==> src/rtl/pfs32_pipe.sv <==
// pfs32_pipe: three-stage pipelined Kogge-Stone subtractor, d = a - b - bin.
// Computed as a + ~b + ~bin; bout is the inverted carry out of the MSB.
// Valid/ready on both sides with full back-pressure. Stages can stall one at a time.
// Ports:
//   clk, rst_n            clock, asynchronous active-low reset
//   in_valid/in_ready     operand handshake (in_ready is combinational from out_ready)
//   a, b, bin             minuend, subtrahend, borrow-in
//   out_valid/out_ready   result handshake
//   d, bout               difference and borrow-out (registered)
//   ovf, zero             signed overflow / zero flags (registered)
// Optional feature: define PFS_FLAGS_EN to build the ovf/zero flag logic.
// Without it, ovf and zero are tied to 0.
module pfs32_pipe #(
  parameter int unsigned WIDTH = 32
) (
  input  logic             clk,
  input  logic             rst_n,
  input  logic             in_valid,
  output logic             in_ready,
  input  logic [WIDTH-1:0] a,
  input  logic [WIDTH-1:0] b,
  input  logic             bin,
  output logic             out_valid,
  input  logic             out_ready,
  output logic [WIDTH-1:0] d,
  output logic             bout,
  output logic             ovf,
  output logic             zero
);

  localparam int          LVLS  = $clog2(WIDTH);
  localparam int          LVL_A = (LVLS + 1) / 2;
  localparam int unsigned MSB   = WIDTH - 1;

  // Stage valid bits and stall chain.
  logic r1_v, r2_v, r3_v;
  logic w_en1, w_en2, w_en3;

  assign w_en3    = !r3_v | out_ready;
  assign w_en2    = !r2_v | w_en3;
  assign w_en1    = !r1_v | w_en2;
  assign in_ready = w_en1;

  // S1 registers: operands with b inverted and the carry-in derived from bin.
  logic [WIDTH-1:0] r1_a, r1_nb;
  logic             r1_cin;

  always_ff @(posedge clk or negedge rst_n) begin
    if (!rst_n) begin
      r1_v   <= 1'b0;
      r1_a   <= '0;
      r1_nb  <= '0;
      r1_cin <= 1'b0;
    end else if (w_en1) begin
      r1_v   <= in_valid;
      r1_a   <= a;
      r1_nb  <= ~b;
      r1_cin <= ~bin;
    end
  end

  // Bitwise propagate/generate for the S1 operands.
  logic [WIDTH-1:0] w_p0, w_g0;
  assign w_p0 = r1_a ^ r1_nb;
  assign w_g0 = r1_a & r1_nb;

  // First half of the prefix tree. Carry-in is folded into bit 0 generate,
  // so G[i] becomes the carry into bit i+1.
  logic [WIDTH-1:0] w_ga, w_pa;

  always_comb begin : c_tree_a
    logic [WIDTH-1:0] g, p;
    g    = w_g0;
    p    = w_p0;
    g[0] = w_g0[0] | (w_p0[0] & r1_cin);
    for (int k = 0; k < LVL_A; k++) begin
      for (int i = int'(WIDTH) - 1; i >= (1 << k); i--) begin
        g[i] = g[i] | (p[i] & g[i - (1 << k)]);
        p[i] = p[i] & p[i - (1 << k)];
      end
    end
    w_ga = g;
    w_pa = p;
  end

  // S2 registers: partial group (G,P), bitwise propagate, carry-in.
  logic [WIDTH-1:0] r2_g, r2_p, r2_p0;
  logic             r2_cin;

  always_ff @(posedge clk or negedge rst_n) begin
    if (!rst_n) begin
      r2_v   <= 1'b0;
      r2_g   <= '0;
      r2_p   <= '0;
      r2_p0  <= '0;
      r2_cin <= 1'b0;
    end else if (w_en2) begin
      r2_v   <= r1_v;
      r2_g   <= w_ga;
      r2_p   <= w_pa;
      r2_p0  <= w_p0;
      r2_cin <= r1_cin;
    end
  end

  // Second half of the prefix tree, then the sum and carry out.
  logic [WIDTH-1:0] w_gb, w_carry, w_diff;
  logic             w_cout;

  always_comb begin : c_tree_b
    logic [WIDTH-1:0] g, p;
    g = r2_g;
    p = r2_p;
    for (int k = LVL_A; k < LVLS; k++) begin
      for (int i = int'(WIDTH) - 1; i >= (1 << k); i--) begin
        g[i] = g[i] | (p[i] & g[i - (1 << k)]);
        p[i] = p[i] & p[i - (1 << k)];
      end
    end
    w_gb = g;
  end

  assign w_carry = {w_gb[WIDTH-2:0], r2_cin};
  assign w_diff  = r2_p0 ^ w_carry;
  assign w_cout  = w_gb[MSB];

  // S3 registers drive the outputs directly.
  logic [WIDTH-1:0] r3_d;
  logic             r3_bout;

  always_ff @(posedge clk or negedge rst_n) begin
    if (!rst_n) begin
      r3_v    <= 1'b0;
      r3_d    <= '0;
      r3_bout <= 1'b0;
    end else if (w_en3) begin
      r3_v    <= r2_v;
      r3_d    <= w_diff;
      r3_bout <= ~w_cout;
    end
  end

  assign out_valid = r3_v;
  assign d         = r3_d;
  assign bout      = r3_bout;

`ifdef PFS_FLAGS_EN
  // Sign bits of a and b travel alongside the tree for the overflow flag.
  logic r2_a_msb, r2_b_msb;
  logic r3_ovf, r3_zero;

  always_ff @(posedge clk or negedge rst_n) begin
    if (!rst_n) begin
      r2_a_msb <= 1'b0;
      r2_b_msb <= 1'b0;
    end else if (w_en2) begin
      r2_a_msb <= r1_a[MSB];
      r2_b_msb <= ~r1_nb[MSB];
    end
  end

  always_ff @(posedge clk or negedge rst_n) begin
    if (!rst_n) begin
      r3_ovf  <= 1'b0;
      r3_zero <= 1'b0;
    end else if (w_en3) begin
      r3_ovf  <= (r2_a_msb != r2_b_msb) & (w_diff[MSB] != r2_a_msb);
      r3_zero <= ~|w_diff;
    end
  end

  assign ovf  = r3_ovf;
  assign zero = r3_zero;
`else
  assign ovf  = 1'b0;
  assign zero = 1'b0;
`endif

endmodule
==> config.mk <==
export PLATFORM = sky130hd
export DESIGN_NAME = pfs32_pipe
export DESIGN_NICKNAME = d
export VERILOG_FILES = /design/src/rtl/pfs32_pipe.sv
export SDC_FILE = /design/constraint.sdc
export NUM_CORES = 1
export LEC_CHECK = 0
export CAP_MARGIN = 40
export CORE_MARGIN = 10
export CORE_UTILIZATION = 45
export CTS_CLUSTER_SIZE = 20
export DETAILED_ROUTE_END_ITERATION = 6
export GPL_ROUTABILITY_DRIVEN = 0
export PLACE_DENSITY_LB_ADDON = 0.25
export SETUP_SLACK_MARGIN = 0.15
export SLEW_MARGIN = 20
export SYNTH_ARGS = -nofsm -noshare
export SYNTH_HDL_FRONTEND = slang
export SYNTH_SLANG_ARGS = --single-unit
==> constraint.sdc <==
create_clock -name clk -period 2.6 [get_ports clk]
set_input_delay 0.78 -clock clk [delete_from_list [all_inputs] [get_ports clk]]
set_output_delay 0.78 -clock clk [all_outputs]
set_load 0.05 [all_outputs]
==> results.md <==
* Crit-path slowest cell: clkdlybuf4s50_1
* Detail Route Antenna Nets at 0
* Post-synthesis cell count at 860
* CP Launch Type: flop
* Status: completed
* DRC Markers at 0
* Clock Tree Buf Depth at 2
* Clock Latency Late Sink at 0.43 ns
* Leak Pwr at 4.71 nW
* Pwr Density at 943 nW/um^2
* Final Hold Fails at 0
* Netlist Area Pre-Place at 8590 sq um
* Ys Warns at 0
* CTS tree: yes
* Fin Hold WS at 0.280 ns
* ANT cells at 0
* Final period util at 91.7%
* Tightest Pin Transition at 0.518 ns
* Max Cap Viol at 0
* Post-Place Cells at 1181
* Reg2reg end: r2_g[21]
* Adder-Cell Fraction of Synth Area at 4.66%
* Combinational Power Share at 32.6%
* Tmin final at 2.38 ns
* CTS clk-pin slew, worst paths at 0.07 ns
* Post-synth ARST share at 100%
* Net Switching at 3.63 mW
* Clk sinks at 190
* Crit-path max FO at 2
* Max Slew Vio Count at 0
* EDFF count, synth at 0
* Yosys reg bits at 190
* Seq pwr share at 39.6%
* Avg Vias per Cell at 5.38
* Core ar. at 18800 sq um
* Slack of the worst reg-to-reg path at 0.82 ns
* CP arrival at 1.60 ns
* Post-Layout Cell Count at 1213
* Post-CTS Hold Fix Bufs at 0
* Die H at 158 um
* Chip width at 158 um
* Highest metal used: met4
* Crit Path Category: flop to output port
* Skew final at 0.00791 ns
* RSZ-0062 raised after global routing: no
* IO buf count at 103
* CP delay by family, top: buffers and inverters
* Maximum vdd drop at 0.000520 V
* Setup crit start: d[31]
* Hold WC Path Type: input port to asynchronous set/reset pin
* Average wire per standard cell at 17.7 um
* Sequential area share after synthesis at 55.4%
* Crit path required time at 1.82 ns
* Internal power at 6.38 mW
* Highest Clock Rate at 420 MHz
* Buf+Inv Stages, Crit Path at 1
* Cell variety after synth at 50
* Finished Cell Area at 10600 sq um
* CTS Buf Count at 17
* Worst reg2reg path depth at 5
* Synth Area in Simple Gates at 15.1%
* CP cell instances: clkdlybuf4s50_1
* Starting Density at 45.7%
* Iter 0 DRT Violations at 549
* Worst setup EP type: output port
* Total grt overflow at 0
* Clock share of power at 27.8%
* Drt pass-1 iters at 7
* Synth Area in XOR/XNOR at 3.26%
* Largest family of logic cells by synthesized area: simple AND/OR/NAND/NOR gates
* Worst setup path end: d[31]
* Final setup viols at 0
* # H-tree levels at 4
* Area post-placement at 9980 sq um
* Nets at 1067
* Rows at 50
* DR WL met2 at 9490 um
* Sw frac at 36.3%
* GRT Total Usage at 17.7%
* Final Util at 56.6%
* Relative slew slack at 65.4%
* CP Depth at 1
* Area grow syn2layout at 23.6%
* Primary FF master, synth: dfrtp_1
* Share of cells above drive strength 1 at 6.74%
* Power Total at 10.0 mW
* Final wirelength at 21500 um
* DP HPWL at 16400 um
* Root Driver: clkbuf_16
* Met1 WL at 10300 um
* Max stage delay on crit path at 0.81 ns
* Vias in the first global route at 6559
* Largest net degree at the start of global routing at 59
* Compound-Gate Fraction of Synth Area at 14.6%
* Via count at 6532
* Initial antenna violation count at 0
* DR WL met3 at 1430 um
* Reg-to-Reg Start: r1_a[15]
* Post-CTS Setup Bufs at 0
* Syn avg cell area at 9.98 sq um
* Mux cell area share after synthesis at 4.31%
* First-pass GRT wire length at 35000 um
* I/O pin count at 106
* Die area at 25000 sq um
registers in the layout (all words and copies together) (netlist names):
register / cells
out_valid: 1
r2_p0: 31
d: 32
r1_a: 32
r1_v: 1
r1_nb: 32
r1_cin: 1
r2_cin: 1
r2_g: 32
r2_p: 25
bout: 1
r2_v: 1
cell usage after synthesis (all sizes together) (6+ instances only):
cell type | n | area, sq um
nand2 | 184 | 698
clkbuf | 15 | 56.3
xnor2 | 24 | 210
nor3 | 6 | 30.0
xor2 | 8 | 70.1
buf | 25 | 166
and2 | 8 | 50.1
a21oi | 104 | 521
nor2 | 97 | 364
nand4 | 9 | 56.3
o21ai | 48 | 240
dfrtp | 190 | 4750
a311o | 7 | 70.1
mux2 | 32 | 360
a21o | 10 | 75.1
a31oi | 7 | 43.8
o31ai | 8 | 65.1
ha | 32 | 400
layout by cell type, fill, tap and decap left out, types with 3 or more instances in the layout:
cell | Yosys | final
xor2_1 | 8 | 8
nand2b_1 | 4 | 4
nand3_1 | 3 | 3
and2_1 | 7 | 7
nand2_1 | 183 | 183
a21o_1 | 10 | 10
xnor2_1 | 24 | 24
clkbuf_16 | 0 | 17
inv_6 | 0 | 5
bufinv_16 | 0 | 4
a31oi_1 | 7 | 7
a311o_1 | 7 | 7
o211ai_1 | 4 | 4
o31ai_1 | 7 | 7
mux2_2 | 3 | 3
mux2_1 | 29 | 29
o21a_1 | 5 | 5
nor2_1 | 97 | 97
a32o_1 | 3 | 3
dfrtp_1 | 190 | 190
nand4_1 | 9 | 9
a22o_1 | 3 | 3
buf_4 | 2 | 15
o22ai_1 | 3 | 3
buf_12 | 0 | 9
a21oi_1 | 104 | 104
clkinv_4 | 0 | 3
clkdlybuf4s50_1 | 0 | 97
ha_1 | 32 | 32
nor3_1 | 6 | 6
o21ai_0 | 46 | 46
per-layer routing:
metal | vias up | GRT usage (%)
met5 | - | 0
met4 | 0 | 4.63
met3 | 19 | 4.31
met2 | 191 | 26.5
met1 | 3151 | 25.2
li1 | 3171 | -
final cells by class:
| type | instances | area (sq um) |
|---|---|---|
| fill | 1712 | 8150 |
| sequential | 190 | 4750 |
| multi-input combinational | 630 | 3610 |
| timing repair buffer | 126 | 1320 |
| clock buffer | 17 | 425 |
| tap | 234 | 293 |
| clock inverter | 15 | 208 |
| inverter | 1 | 3.75 |
per-stage QoR:
| stage | TNS [ns] | setup slack (ns) |
|---|---|---|
| 6_report | 0 | 0.217 |
| 5_1_grt | 0 | 0.153 |
| 4_1_cts | 0 | 0.188 |
| 3_5_place_dp | 0 | 0.00186 |
| 3_3_place_gp | -0.00868 | -0.00868 |
| 2_1_floorplan | 0 | 0.161 |
timing repair:
| action | 4_1_cts | 5_1_grt |
|---|---|---|
| resized for setup | 2 | 2 |
| endpoints found under the setup margin | 2 | 2 |
| pin swaps | 1 | 0 |
cell families (layout without fill, tap and decap cells):
kind of cell,count (synthesis),in the layout
compound gates,213,213
buf+inv,41,159
fa+ha+maj,32,32
mux,33,33
xor+xnor,32,32
simple gates,318,318
flops,190,190
other cells,1,2
worst min-delay path by stage:
stage	from	end	slack [ns]
final	rst_n	r1_nb[4]	0.28
after global routing	rst_n	r1_nb[4]	0.30
after CTS	rst_n	r1_nb[4]	0.29
after detailed placement	r2_g[10]	r2_g[10]	0.47
after global placement	d[31]	d[31]	0.46
after floorplan	r2_g[31]	bout	0.43
power groups by stage:
stage          registers [mW]  clock network (mW)  logic, mW
2_1_floorplan            4.70                   0       1.34
3_5_place_dp             4.02                   0       3.27
6_report                 3.96                2.78       3.27
5_1_grt                  4.04                2.96       3.52
3_3_place_gp             3.98                   0       3.25
4_1_cts                  3.97                2.83       3.28
Power figures use the tool's default switching activity.
